**config.mk**
```make
export PLATFORM = sky130hd
export DESIGN_NAME = bolme_birimi
export DESIGN_NICKNAME = d
export VERILOG_FILES = /design/src/rtl/bolme_birimi.sv
export SDC_FILE = /design/constraint.sdc
export NUM_CORES = 1
export LEC_CHECK = 0
export CAP_MARGIN = 20
export CORE_MARGIN = 1.5
export CORE_UTILIZATION = 50
export DETAILED_ROUTE_END_ITERATION = 16
export PLACE_DENSITY = 0.84
export SETUP_SLACK_MARGIN = 0.05
export SKIP_CTS_REPAIR_TIMING = 1
export SYNTH_ARGS = -nofsm -noshare
export SYNTH_HDL_FRONTEND = slang
export SYNTH_SLANG_ARGS = --single-unit
```
**constraint.sdc**
```tcl
create_clock -name clk_i -period 4.2 [get_ports clk_i]
set_input_delay 0.63 -clock clk_i [delete_from_list [all_inputs] [get_ports clk_i]]
set_output_delay 0.63 -clock clk_i [all_outputs]
set_load 0.01 [all_outputs]
```
**src/rtl/bolme_birimi.sv**
```systemverilog
// Multi-cycle RV32M divider for the YURUT stage (DIV/DIVU/REM/REMU).
// Radix-2 restoring division, one quotient bit per cycle; divide-by-zero and overflow finish in one cycle.
module bolme_birimi #(
  parameter int XLEN = 32
) (
  input  logic            clk_i,
  input  logic            rst_i,
  input  logic            basla_i,
  input  logic [1:0]      islem_i,
  input  logic [XLEN-1:0] bolunen_i,
  input  logic [XLEN-1:0] bolen_i,
  input  logic            durdur_i,
  input  logic            iptal_i,
  output logic            hazir_o,
  output logic [XLEN-1:0] sonuc_o
);

  localparam int CW = $clog2(XLEN);
  localparam logic [CW-1:0]   SON       = CW'(XLEN - 1);
  localparam logic [XLEN-1:0] EN_KUCUK  = {1'b1, {(XLEN-1){1'b0}}};

  typedef enum logic [1:0] {BOS, HESAPLA, BITTI} durum_t;

  durum_t          durum;
  logic [CW-1:0]   sayac;
  logic [XLEN-1:0] bolum;
  logic [XLEN-1:0] kalan;
  logic [XLEN-1:0] bolen_r;
  logic            kalan_sec;
  logic            isaret_b;
  logic            isaret_k;

  logic            isaretli;
  logic            a_neg;
  logic            b_neg;
  logic [XLEN-1:0] mutlak_a;
  logic [XLEN-1:0] mutlak_b;
  logic [XLEN:0]   kaydir;
  logic [XLEN:0]   fark;

  always_comb begin
    isaretli = ~islem_i[0];
    a_neg    = isaretli & bolunen_i[XLEN-1];
    b_neg    = isaretli & bolen_i[XLEN-1];
    mutlak_a = a_neg ? (~bolunen_i + 1'b1) : bolunen_i;
    mutlak_b = b_neg ? (~bolen_i + 1'b1) : bolen_i;
    // Shifted partial remainder is below 2*divisor, so XLEN+1 bits hold the signed difference.
    kaydir   = {kalan, bolum[XLEN-1]};
    fark     = kaydir - {1'b0, bolen_r};
  end

  assign hazir_o = (durum == BITTI) || ((durum == BOS) && !basla_i);

  always_comb begin
    sonuc_o = '0;
    if (durum == BITTI) begin
      if (kalan_sec) sonuc_o = isaret_k ? (~kalan + 1'b1) : kalan;
      else           sonuc_o = isaret_b ? (~bolum + 1'b1) : bolum;
    end
  end

  always_ff @(posedge clk_i) begin
    if (rst_i) begin
      durum     <= BOS;
      sayac     <= '0;
      bolum     <= '0;
      kalan     <= '0;
      bolen_r   <= '0;
      kalan_sec <= 1'b0;
      isaret_b  <= 1'b0;
      isaret_k  <= 1'b0;
    end else if (iptal_i) begin
      durum <= BOS;
      sayac <= '0;
    end else begin
      case (durum)
        BOS: begin
          if (basla_i) begin
            kalan_sec <= islem_i[1];
            if (bolen_i == '0) begin
              bolum    <= '1;
              kalan    <= bolunen_i;
              isaret_b <= 1'b0;
              isaret_k <= 1'b0;
              durum    <= BITTI;
            end else if (isaretli && (bolunen_i == EN_KUCUK) && (bolen_i == '1)) begin
              bolum    <= EN_KUCUK;
              kalan    <= '0;
              isaret_b <= 1'b0;
              isaret_k <= 1'b0;
              durum    <= BITTI;
            end else begin
              bolum    <= mutlak_a;
              kalan    <= '0;
              bolen_r  <= mutlak_b;
              isaret_b <= a_neg ^ b_neg;
              isaret_k <= a_neg;
              sayac    <= '0;
              durum    <= HESAPLA;
            end
          end
        end
        HESAPLA: begin
          if (fark[XLEN]) begin
            kalan <= kaydir[XLEN-1:0];
            bolum <= {bolum[XLEN-2:0], 1'b0};
          end else begin
            kalan <= fark[XLEN-1:0];
            bolum <= {bolum[XLEN-2:0], 1'b1};
          end
          if (sayac == SON) durum <= BITTI;
          else              sayac <= sayac + 1'b1;
        end
        BITTI: begin
          // Leaving BITTI: the held basla_i belongs to the op just finished, so it is not sampled here.
          if (!durdur_i) durum <= BOS;
        end
        default: durum <= BOS;
      endcase
    end
  end

endmodule

```
# Word-level counts from Yosys, hierarchy flattened
# Cells that the tools add are included.
# word_totals
reg_bits,106
output_inout_bits,33
elab_cells,80
# classes
add_sub_neg,6
eq_ne,11
mux,30
n_bitwise,11
reduce_logical,14
# op_table
cell,count
32-bit two-way mux,12
"32-bit by 1-bit adder with 32-bit output, second input constant",4
32-bit inverter,4
32-bit case mux with 2 select lines,2
"32-bit == test, second input constant",2
33-bit by 32-bit subtractor with 33-bit output,1
32-bit zero test,1
5-bit two-way mux,4
"2-bit inequality test, second input constant",6
2-bit two-way mux,5
5-bit case mux with 2 select lines,1
5-bit AND reduction,2
3-bit AND reduction,3
2-bit case mux with 3 select lines,1
"5-bit by 1-bit adder with 5-bit output, second input constant",1
"5-bit == test, second input constant",1
1-bit two-way mux,5
1-bit inverter,4
1-bit logical AND,3
1-bit AND,2
"2-bit by 1-bit == test with 1-bit output, second input constant",1
"2-bit == test, second input constant",1
2-bit zero test,1
2-bit nonzero test,1
other kinds (4),4

# Logic depth before layout (Yosys ltp)
# Gate-level depths: netlist of run 1.
# logic_depth
depth_word,7
depth_mapped,13
mapped_depth_nobuf,11

# Worst setup path after synthesis of run 1
# Ideal clock, no wire load.
# synth_path
kind,register to output
start,register bolum[2]
end,output port sonuc_o[27]
arrival_time_ps,2768
required_ps,3570
slack_ps,802
path_stages_with_launch,11
n_path_buf,2
cell_sequence,dfxtp_1 > buf_6 > nor4_4 > or4b_4 > or4_4 > buf_6 > or3_4 > nand2_1 > xnor2_1 > nor2_1 > a211oi_1
# synth_via
elab_chain_len,5
# synth_rtl
element,line,text
from (decl),26,logic [XLEN-1:0] bolum;
from (signal assigned),93,bolum <= mutlak_a;
from (signal assigned),106,"bolum <= {bolum[XLEN-2:0], 1'b0};"
from (signal assigned),109,"bolum <= {bolum[XLEN-2:0], 1'b1};"
32-bit inverter,58,else sonuc_o = isaret_b ? (~bolum + 1'b1) : bolum;
32-bit by 1-bit adder with 32-bit output,58,
32-bit two-way mux,58,
32-bit two-way mux,57,if (kalan_sec) sonuc_o = isaret_k ? (~kalan + 1'b1) : kalan;
32-bit two-way mux,56,if (durum == BITTI) begin
to (decl),15,output logic [XLEN-1:0] sonuc_o
# Every way passes these cells.

# Worst setup path after layout of run 1
# layout_path
start,register bolum[5]
end,output port sonuc_o[20]
# Same word-level chain as after synthesis.

==> results of run 1 <==
==> cells in the final DEF, fill, tap and decap left out, types with 7 or more instances in the layout <==
cell type        instances
xnor2_1                 86
nand2b_1                16
dfxtp_1                105
nor2_1                 162
o41ai_1                  9
a31oi_1                 12
nand4_1                 22
xor2_1                  56
buf_4                   38
and3_1                  17
nand2_1                114
or3_1                   22
a21o_1                  14
nor4_1                  19
inv_1                   57
a311oi_1                14
o211ai_1                17
nor3_1                  34
dlymetal6s2s_1           7
clkbuf_16                9
o21ai_0                 72
a211oi_1                79
clkdlybuf4s50_1         95
o31ai_1                 18
nand3_1                 22
or4_1                   12
mux2i_1                 12
ha_1                    39
a21oi_1                140
o221ai_1                12
==> tightest hold or removal path, stage by stage (launching register included) <==
cell and delay [ns]:
dfxtp_1 0.32, nand2_1 0.05, a21oi_1 0.05
==> sequential cells by signal (all words and copies together), names as in the netlist <==
name / flops
kalan: 32
bolum: 32
durum: 2
bolen_r: 32
sayac: 5
isaret_k: 1
isaret_b: 1
kalan_sec: 1
==> layout make-up <==
type,count,area share [%]
inverters,57,1.844
clock buffers,10,1.973
repair buffers,143,11.80
flip-flops and latches,106,18.30
clock inverters,5,0.6793
multi-input cells,1123,62.55
well taps,265,2.857
==> metal layers <==
metal  up-vias  GRT usage [%]
li1       5168              -
met1      4910          39.44
met2       555          47.22
met3        58          3.099
met4         0          10.20
met5         -              0
==> report_power, final <==
group | leakage, nW | internal [mW] | switching [mW] | total, mW
sequential | 0.871 | 1.07 | 0.0929 | 1.17
combinational | 3.31 | 0.575 | 0.836 | 1.41
clock | 0.153 | 0.520 | 0.405 | 0.926
==> logic make-up (layout without fill, tap and decap cells) <==
logic type	Yosys count	in the layout	synth area share [%]
simple gates	481	481	23.87
compound gates	446	446	29.46
buf+inv	152	215	6.125
xor+xnor	142	142	12.55
flops	106	106	21.42
fa+ha+maj	40	40	5.128
mux	14	14	1.440
==> path summary, 6_finish.rpt <==
kind                             startpoint          end  slack (ns)
worst min-delay path            bolen_r[31]  bolen_r[31]        0.46
worst min register to register  bolen_r[31]  bolen_r[31]        0.46
worst max-delay path               bolum[5]  sonuc_o[20]        0.28
worst max register to register    bolum[31]     kalan[5]        0.47
==> stage by stage <==
| step | power [mW] | worst slack, ns | util (%) | TNS [ns] | std cells |
|---|---|---|---|---|---|
| 5_1_grt | 3.668 | 0.05256 | 59.62 | 0 | 1709 |
| 3_5_place_dp | 2.544 | 0.1746 | 57.66 | 0 | 1694 |
| 3_3_place_gp | 2.511 | 0.3198 | 57.66 | 0 | 1694 |
| 6_report | 3.502 | 0.2804 | 59.62 | 0 | 1709 |
| 4_1_cts | 3.457 | -0.1349 | 59.24 | -0.4270 | 1709 |
| 2_1_floorplan | 2.144 | 0.8016 | - | 0 | 1381 |
==> flow_summary.json, run 1 <==
{
  "synth_edf_count": 0,
  "die_w_um": 143.8,
  "postSynthCellCount": 1381,
  "path_cells": "nor4_4 > nor4bb_4 > nand3b_1 > or3_1 > o21ai_0 > xnor2_1 > nor2_1 > a211oi_1 > clkdlybuf4s50_1",
  "start_kind": "flop",
  "grt_pass1_wl_mm": 47.78,
  "drt_wl_total_mm": 30.42,
  "synth_common_cells": "nor2_1 (163), a21oi_1 (141), nand2_1 (114)",
  "grt_pass1_vias": 9411,
  "drc_errors": 0,
  "crit_required_ns": 3.57,
  "wl_met2_mm": 13.73,
  "seqCellArea_um2": 2123,
  "ys_seq_area_share_pct": 21.42,
  "clk_pin_slew_ns": 0.07,
  "slowest_delay_ns": 0.61,
  "status": "finished, final reports clean",
  "hold_path_class": "reg2reg",
  "synth_warnings": 0,
  "yosys.cell_types.count": 79,
  "skew_ns": 0.007017,
  "netlist_area_um2": 9907,
  "overflow": 0,
  "tritoncts": "yes",
  "rsz0062_at_grt": "no",
  "synthToLayoutAreaGrowth_pct": 17.13,
  "post-synth-top-count-cell": "nor2_1",
  "vias": 10691,
  "dpl_cell_area_um2": 11220,
  "nets": 1551,
  "stdcell_area_um2": 11600,
  "slowest_stage": "clkdlybuf4s50_1",
  "htreeDepth": 3,
  "endpoint_kind": "output port",
  "drtPass1Iterations": 5,
  "cts-root-buf": "clkbuf_16",
  "drt-vias-per-instance": 6.256,
  "drive_gt1_share_pct": 6.302,
  "crit_path_max_fanout": 4,
  "dieArea_um2": 20670,
  "cts_buffers": 9,
  "yosys.area.top_type": "dfxtp_1",
  "whs_path_depth": 2,
  "synthFlopType": "dfxtp_1",
  "grt_max_degree": 76,
  "row_count": 51,
  "initialDrtViolationCount": 1072,
  "multiInputGateArea_um2": 7258,
  "clockBufferDepth": 2,
  "fill_cells": 1741,
  "synth_fp_nets": 1492,
  "chipHeight_um": 143.8,
  "layout_min_cycle_time_ns": 3.920,
  "tightestPinTransition_ns": 1.083,
  "antenna_cells": 0,
  "worst_skew_pair.late_latency_ns": 0.37,
  "clock-sinks": 106,
  "port_buffers": 103,
  "wire_per_inst_um": 17.80,
  "worst_hold_slack_ns": 0.4604,
  "grt_usage_pct": 28.92,
  "met1_length_mm": 12.96,
  "ys_async_sr_fraction_pct": 0,
  "critPathKind": "reg2out",
  "vdd_drop_max_uv": 176.6,
  "pin_count": 104,
  "drv_slew": 0,
  "cp_top_family": "simple AND/OR/NAND/NOR gates",
  "start_util_pct": 50.90,
  "setup_violations": 0,
  "gp_congestion": 0.9207,
  "max_freq_mhz": 255.1,
  "ant_nets": 0,
  "synth_area_leaders": "dfxtp_1 (21%), xnor2_1 (7.6%), a21oi_1 (7.1%), nor2_1 (6.2%), a211oi_1 (6.0%)",
  "dr_wl_met3_mm": 2.935,
  "top_layer": "met4",
  "avgSynthCellArea_um2": 7.174,
  "core_area_um2": 19460,
  "worst-path-buf-inv": 1,
  "timing.max_cap.violations": 0,
  "dpl.hpwl_mm": 23.07,
  "synth_top_area_share_pct": 21.42,
  "antenna_found_initial": 0,
  "arrival_ns": 3.29,
  "ys_ff_latch": 106,
  "reg2regPathDepth": 12,
  "worst-path-stages": 9,
  "finalHoldViolations": 0,
  "period_share_pct": 93.32,
  "leakagePower_nw": 4.338,
  "relSlewSlack_pct": 27.67,
  "power_density_nw_per_um2": 301.8
}
(Power assumes the default switching activity.)
==> inputs of run 2 (changes only) <==
- TNS_END_PERCENT: not set -> 50
==> flow_summary.json, run 2 (synthesis results as in run 1) <==
{
  "crit_required_ns": 3.57,
  "antenna_cells": 0,
  "endpoint_kind": "output port",
  "hold_path_class": "reg2reg",
  "initialDrtViolationCount": 1158,
  "top_layer": "met4",
  "rsz0062_at_grt": "yes",
  "power_density_nw_per_um2": 301.6,
  "drive_gt1_share_pct": 6.371,
  "clockBufferDepth": 2,
  "synthToLayoutAreaGrowth_pct": 17.09,
  "rrSetupSlack_ns": 0.50,
  "drv_slew": 0,
  "worst-path-stages": 9,
  "drtPass1Iterations": 5,
  "reg2regPathDepth": 12,
  "cts-root-buf": "clkbuf_16",
  "ant_nets": 0,
  "drt-vias-per-instance": 6.231,
  "tightestPinTransition_ns": 1.083,
  "vdd_drop_max_uv": 177.2,
  "arrival_ns": 3.32,
  "port_buffers": 103,
  "wl_met2_mm": 13.84,
  "worst_skew_pair.late_latency_ns": 0.36,
  "wire_per_inst_um": 17.85,
  "vias": 10649,
  "relSlewSlack_pct": 27.65,
  "cp_top_family": "simple AND/OR/NAND/NOR gates",
  "die_w_um": 143.8,
  "path_cells": "nor4_4 > nor4bb_2 > nand3b_1 > or3_1 > o21ai_0 > xnor2_1 > nor2_1 > a211oi_1 > clkdlybuf4s50_1",
  "max_freq_mhz": 253.3,
  "clock-sinks": 106,
  "r2r_end": "kalan[5]",
  "antenna_found_initial": 0,
  "grt_usage_pct": 28.92,
  "drt_wl_total_mm": 30.50,
  "grt_max_degree": 76,
  "crit_end": "sonuc_o[20]",
  "setup_violations": 0,
  "status": "finished, final reports clean",
  "slowest_stage": "clkdlybuf4s50_1",
  "dr_wl_met3_mm": 2.708,
  "skew_ns": 0.004479,
  "dp.cells": 1694,
  "period_share_pct": 93.99,
  "nets": 1551,
  "overflow": 0,
  "dpl.hpwl_mm": 23.07,
  "finalHoldViolations": 0,
  "core_area_um2": 19460,
  "finalNonFillerCells": 1709,
  "final_cell_mix": "nor2_1 (162), a21oi_1 (140), nand2_1 (114)",
  "dieArea_um2": 20670,
  "start_util_pct": 50.90,
  "clk_pin_slew_ns": 0.07,
  "crit_path_max_fanout": 4,
  "start_kind": "flop",
  "pin_count": 104,
  "met1_length_mm": 13.17,
  "startpoint": "bolum[5]",
  "worst_hold_slack_ns": 0.4609,
  "htreeDepth": 3,
  "timing.max_cap.violations": 0,
  "worst-path-buf-inv": 1,
  "final_common_cell": "nor2_1",
  "leakagePower_nw": 4.333,
  "r2r-start": "bolum[31]",
  "drc_errors": 0,
  "tritoncts": "yes",
  "final.setup.tns_ns": 0,
  "critPathKind": "reg2out",
  "cts_buffers": 9,
  "grt_pass1_vias": 9411,
  "chipHeight_um": 143.8,
  "layout_min_cycle_time_ns": 3.948,
  "row_count": 51,
  "gp_congestion": 0.9207,
  "finish.utilization_pct": 59.60,
  "reg_top3": "bolen_r x32, bolum x32, kalan x32",
  "slowest_delay_ns": 0.61,
  "finalPower_mw": 3.499,
  "grt_pass1_wl_mm": 47.78
}
-- run 2: cell counts in the layout (fill, tap and decap cells not counted) --
Identical to the previous run, type by type.
-- run 2: stage by stage --
stage                     setup WS, ns  area (um2)
after detailed placement        0.1746       11220
after floorplan                 0.8016        9907
after CTS                      -0.1349       11530
final                           0.2524       11600
after global placement          0.3198       11220
after global routing          -0.01492       11600
-- run 2: report_power, final --
part,internal [mW],total [mW],switching [mW]
Combinational,0.572,1.41,0.836
Sequential,1.07,1.17,0.0925
Clock,0.520,0.925,0.405
Total,2.17,3.50,1.33
-- run 2: final cells by class --
cell class                      count  area, um2
Clock inverter                      5      78.83
Multi-Input combinational cell   1123       7254
Tap cell                          265      331.6
Fill cell                        1741       7863
Sequential cell                   106       2123
Inverter                           57      214.0
Timing Repair Buffer              143       1369
Clock buffer                       10      229.0
-- run 2: how the worst min path moves through the flow --
| stage | slack, ns | to | startpoint | cells after the start |
|---|---|---|---|---|
| finish | 0.46 | bolen_r[31] | bolen_r[31] | 2 |
| global route | 0.48 | bolen_r[24] | bolen_r[24] | 2 |
| CTS | 0.46 | bolen_r[31] | bolen_r[31] | 2 |
| detailed placement | 0.45 | bolen_r[31] | bolen_r[31] | 2 |
| global placement | 0.44 | bolen_r[31] | bolen_r[31] | 2 |
| floorplan | 0.43 | bolen_r[31] | bolen_r[31] | 2 |
-- run 2: worst reg2reg max path, cell delays in order, from the launching register on --
cell and delay (ns):
dfxtp_1 0.35, inv_1 0.13, ha_1 0.27, fa_1 0.40
nand2b_1 0.21, a21oi_1 0.26, o21ai_2 0.20, a2111oi_4 0.50
o211ai_1 0.16, buf_4 0.24, nand2_1 0.43, a311oi_1 0.18
a211oi_1 0.27
-- run 2: routing by layer --
layer | vias up | global-route usage, %
met5 | - | 0
met4 | 0 | 10.20
met3 | 56 | 3.099
met2 | 529 | 47.22
met1 | 4901 | 39.44
li1 | 5163 | -
==> inputs of run 3 (changes only) <==
- MAX_ROUTING_LAYER: not set -> met4
==> flow_summary.json, run 3 (synthesis results as in run 1) <==
{
  "chipHeight_um": 143.8,
  "fill_cells": 1757,
  "die_w_um": 143.8,
  "max_freq_mhz": 243.9,
  "final_cell_mix": "nor2_1 (162), a21oi_1 (140), nand2_1 (114)",
  "clock-sinks": 106,
  "dpl.hpwl_mm": 23.35,
  "crit_path_max_fanout": 6,
  "reg_top3": "bolen_r x32, bolum x32, kalan x32",
  "timing.max_cap.violations": 0,
  "endpoint_kind": "output port",
  "htreeDepth": 3,
  "leakagePower_nw": 4.325,
  "cts_buffers": 9,
  "drive_gt1_share_pct": 6.892,
  "final_common_cell": "nor2_1",
  "overflow": 0,
  "dp_slack_ns": 0.1302,
  "clk_pin_slew_ns": 0.08,
  "whs_path_depth": 2,
  "pin_count": 104,
  "core_area_um2": 19460,
  "start_util_pct": 50.90,
  "critPathKind": "reg2out",
  "layout_min_cycle_time_ns": 4.099,
  "dieArea_um2": 20670,
  "setup_violations": 0,
  "gp_congestion": 0.9883,
  "status": "finished, final reports clean",
  "synthToLayoutAreaGrowth_pct": 17.48,
  "grt_usage_pct": 30.40,
  "drv_slew": 0,
  "finalHoldViolations": 0,
  "crit_required_ns": 3.57,
  "relSlewSlack_pct": 37.93,
  "nets": 1557,
  "vdd_drop_max_uv": 214.3,
  "arrival_ns": 3.47,
  "layout_setup_ws_ns": 0.1006,
  "antenna_cells": 0,
  "rsz0062_at_grt": "yes",
  "start_kind": "flop",
  "grt_max_degree": 77,
  "drc_errors": 0,
  "antenna_found_initial": 0,
  "period_share_pct": 97.61,
  "drtPass1Iterations": 8,
  "stdcell_area_um2": 11640,
  "row_count": 51,
  "dpl_cell_area_um2": 11240,
  "reg2regPathDepth": 12,
  "cts-root-buf": "clkbuf_16",
  "tightestPinTransition_ns": 0.9287,
  "clockBufferDepth": 2,
  "worst_skew_pair.late_latency_ns": 0.37,
  "drt-vias-per-instance": 6.260,
  "wire_per_inst_um": 17.85,
  "multiInputGateArea_um2": 7269,
  "skew_ns": 0.009792,
  "grt_pass1_wl_mm": 48.89,
  "tritoncts": "yes",
  "initialDrtViolationCount": 1153,
  "seqCellArea_um2": 2123,
  "grt_pass1_vias": 9518,
  "hold_path_class": "reg2reg",
  "power_density_nw_per_um2": 300.3,
  "ant_nets": 0,
  "vias": 10742,
  "port_buffers": 103,
  "drt_wl_total_mm": 30.63
}
-- run 3: area by class of cell --
class	instances	share of cell area, %
clock inverters	6	0.5590
flip-flops and latches	106	18.24
clock buffers	10	2.053
well taps	265	2.849
inverters	57	1.838
multi-input cells	1123	62.46
repair buffers	149	12.00
-- run 3: where the power goes --
group          switching (mW)  leakage (nW)  internal (mW)
logic                   0.845          3.31          0.580
clock network           0.425         0.149          0.481
registers              0.0904         0.871           1.07
total                    1.36          4.32           2.13
-- run 3: path summary, 6_finish.rpt --
check,startpoint,end,slack [ns]
setup / recovery,bolum[5],sonuc_o[25],0.10
setup reg to reg,bolum[31],kalan[21],0.43
hold reg to reg,bolen_r[7],bolen_r[7],0.47
hold / removal,bolen_r[7],bolen_r[7],0.47
-- run 3: critical path, stage by stage, from the launching register on --
cell             delay [ns]
dfxtp_1                0.38
nor4_4                 0.35
or4b_4                 0.54
or4_4                  0.49
o41ai_2                0.33
xnor2_1                0.15
nor2_1                 0.05
a211oi_1               0.22
clkdlybuf4s50_1        0.59
-- run 3: metrics by stage --
step	hold WS, ns	util, %	std cells	setup TNS, ns	power (mW)
6_report	0.4672	59.80	1716	0	3.495
5_1_grt	0.4932	59.80	1716	-0.01071	3.665
4_1_cts	0.4730	59.31	1714	-0.6369	3.440
3_5_place_dp	0.4597	57.75	1698	0	2.550
3_3_place_gp	0.4545	57.75	1698	0	2.520
2_1_floorplan	0.4319	-	1381	0	2.144
-- run 3: per-layer routing --
layer  share of wire, %  GRT usage, %  up-vias
li1                   -             -     5191
met1                 44         40.49     4934
met2                 44         46.28      535
met3                8.4         3.832       82
met4                3.4         13.00        0
met5                  0             -        -
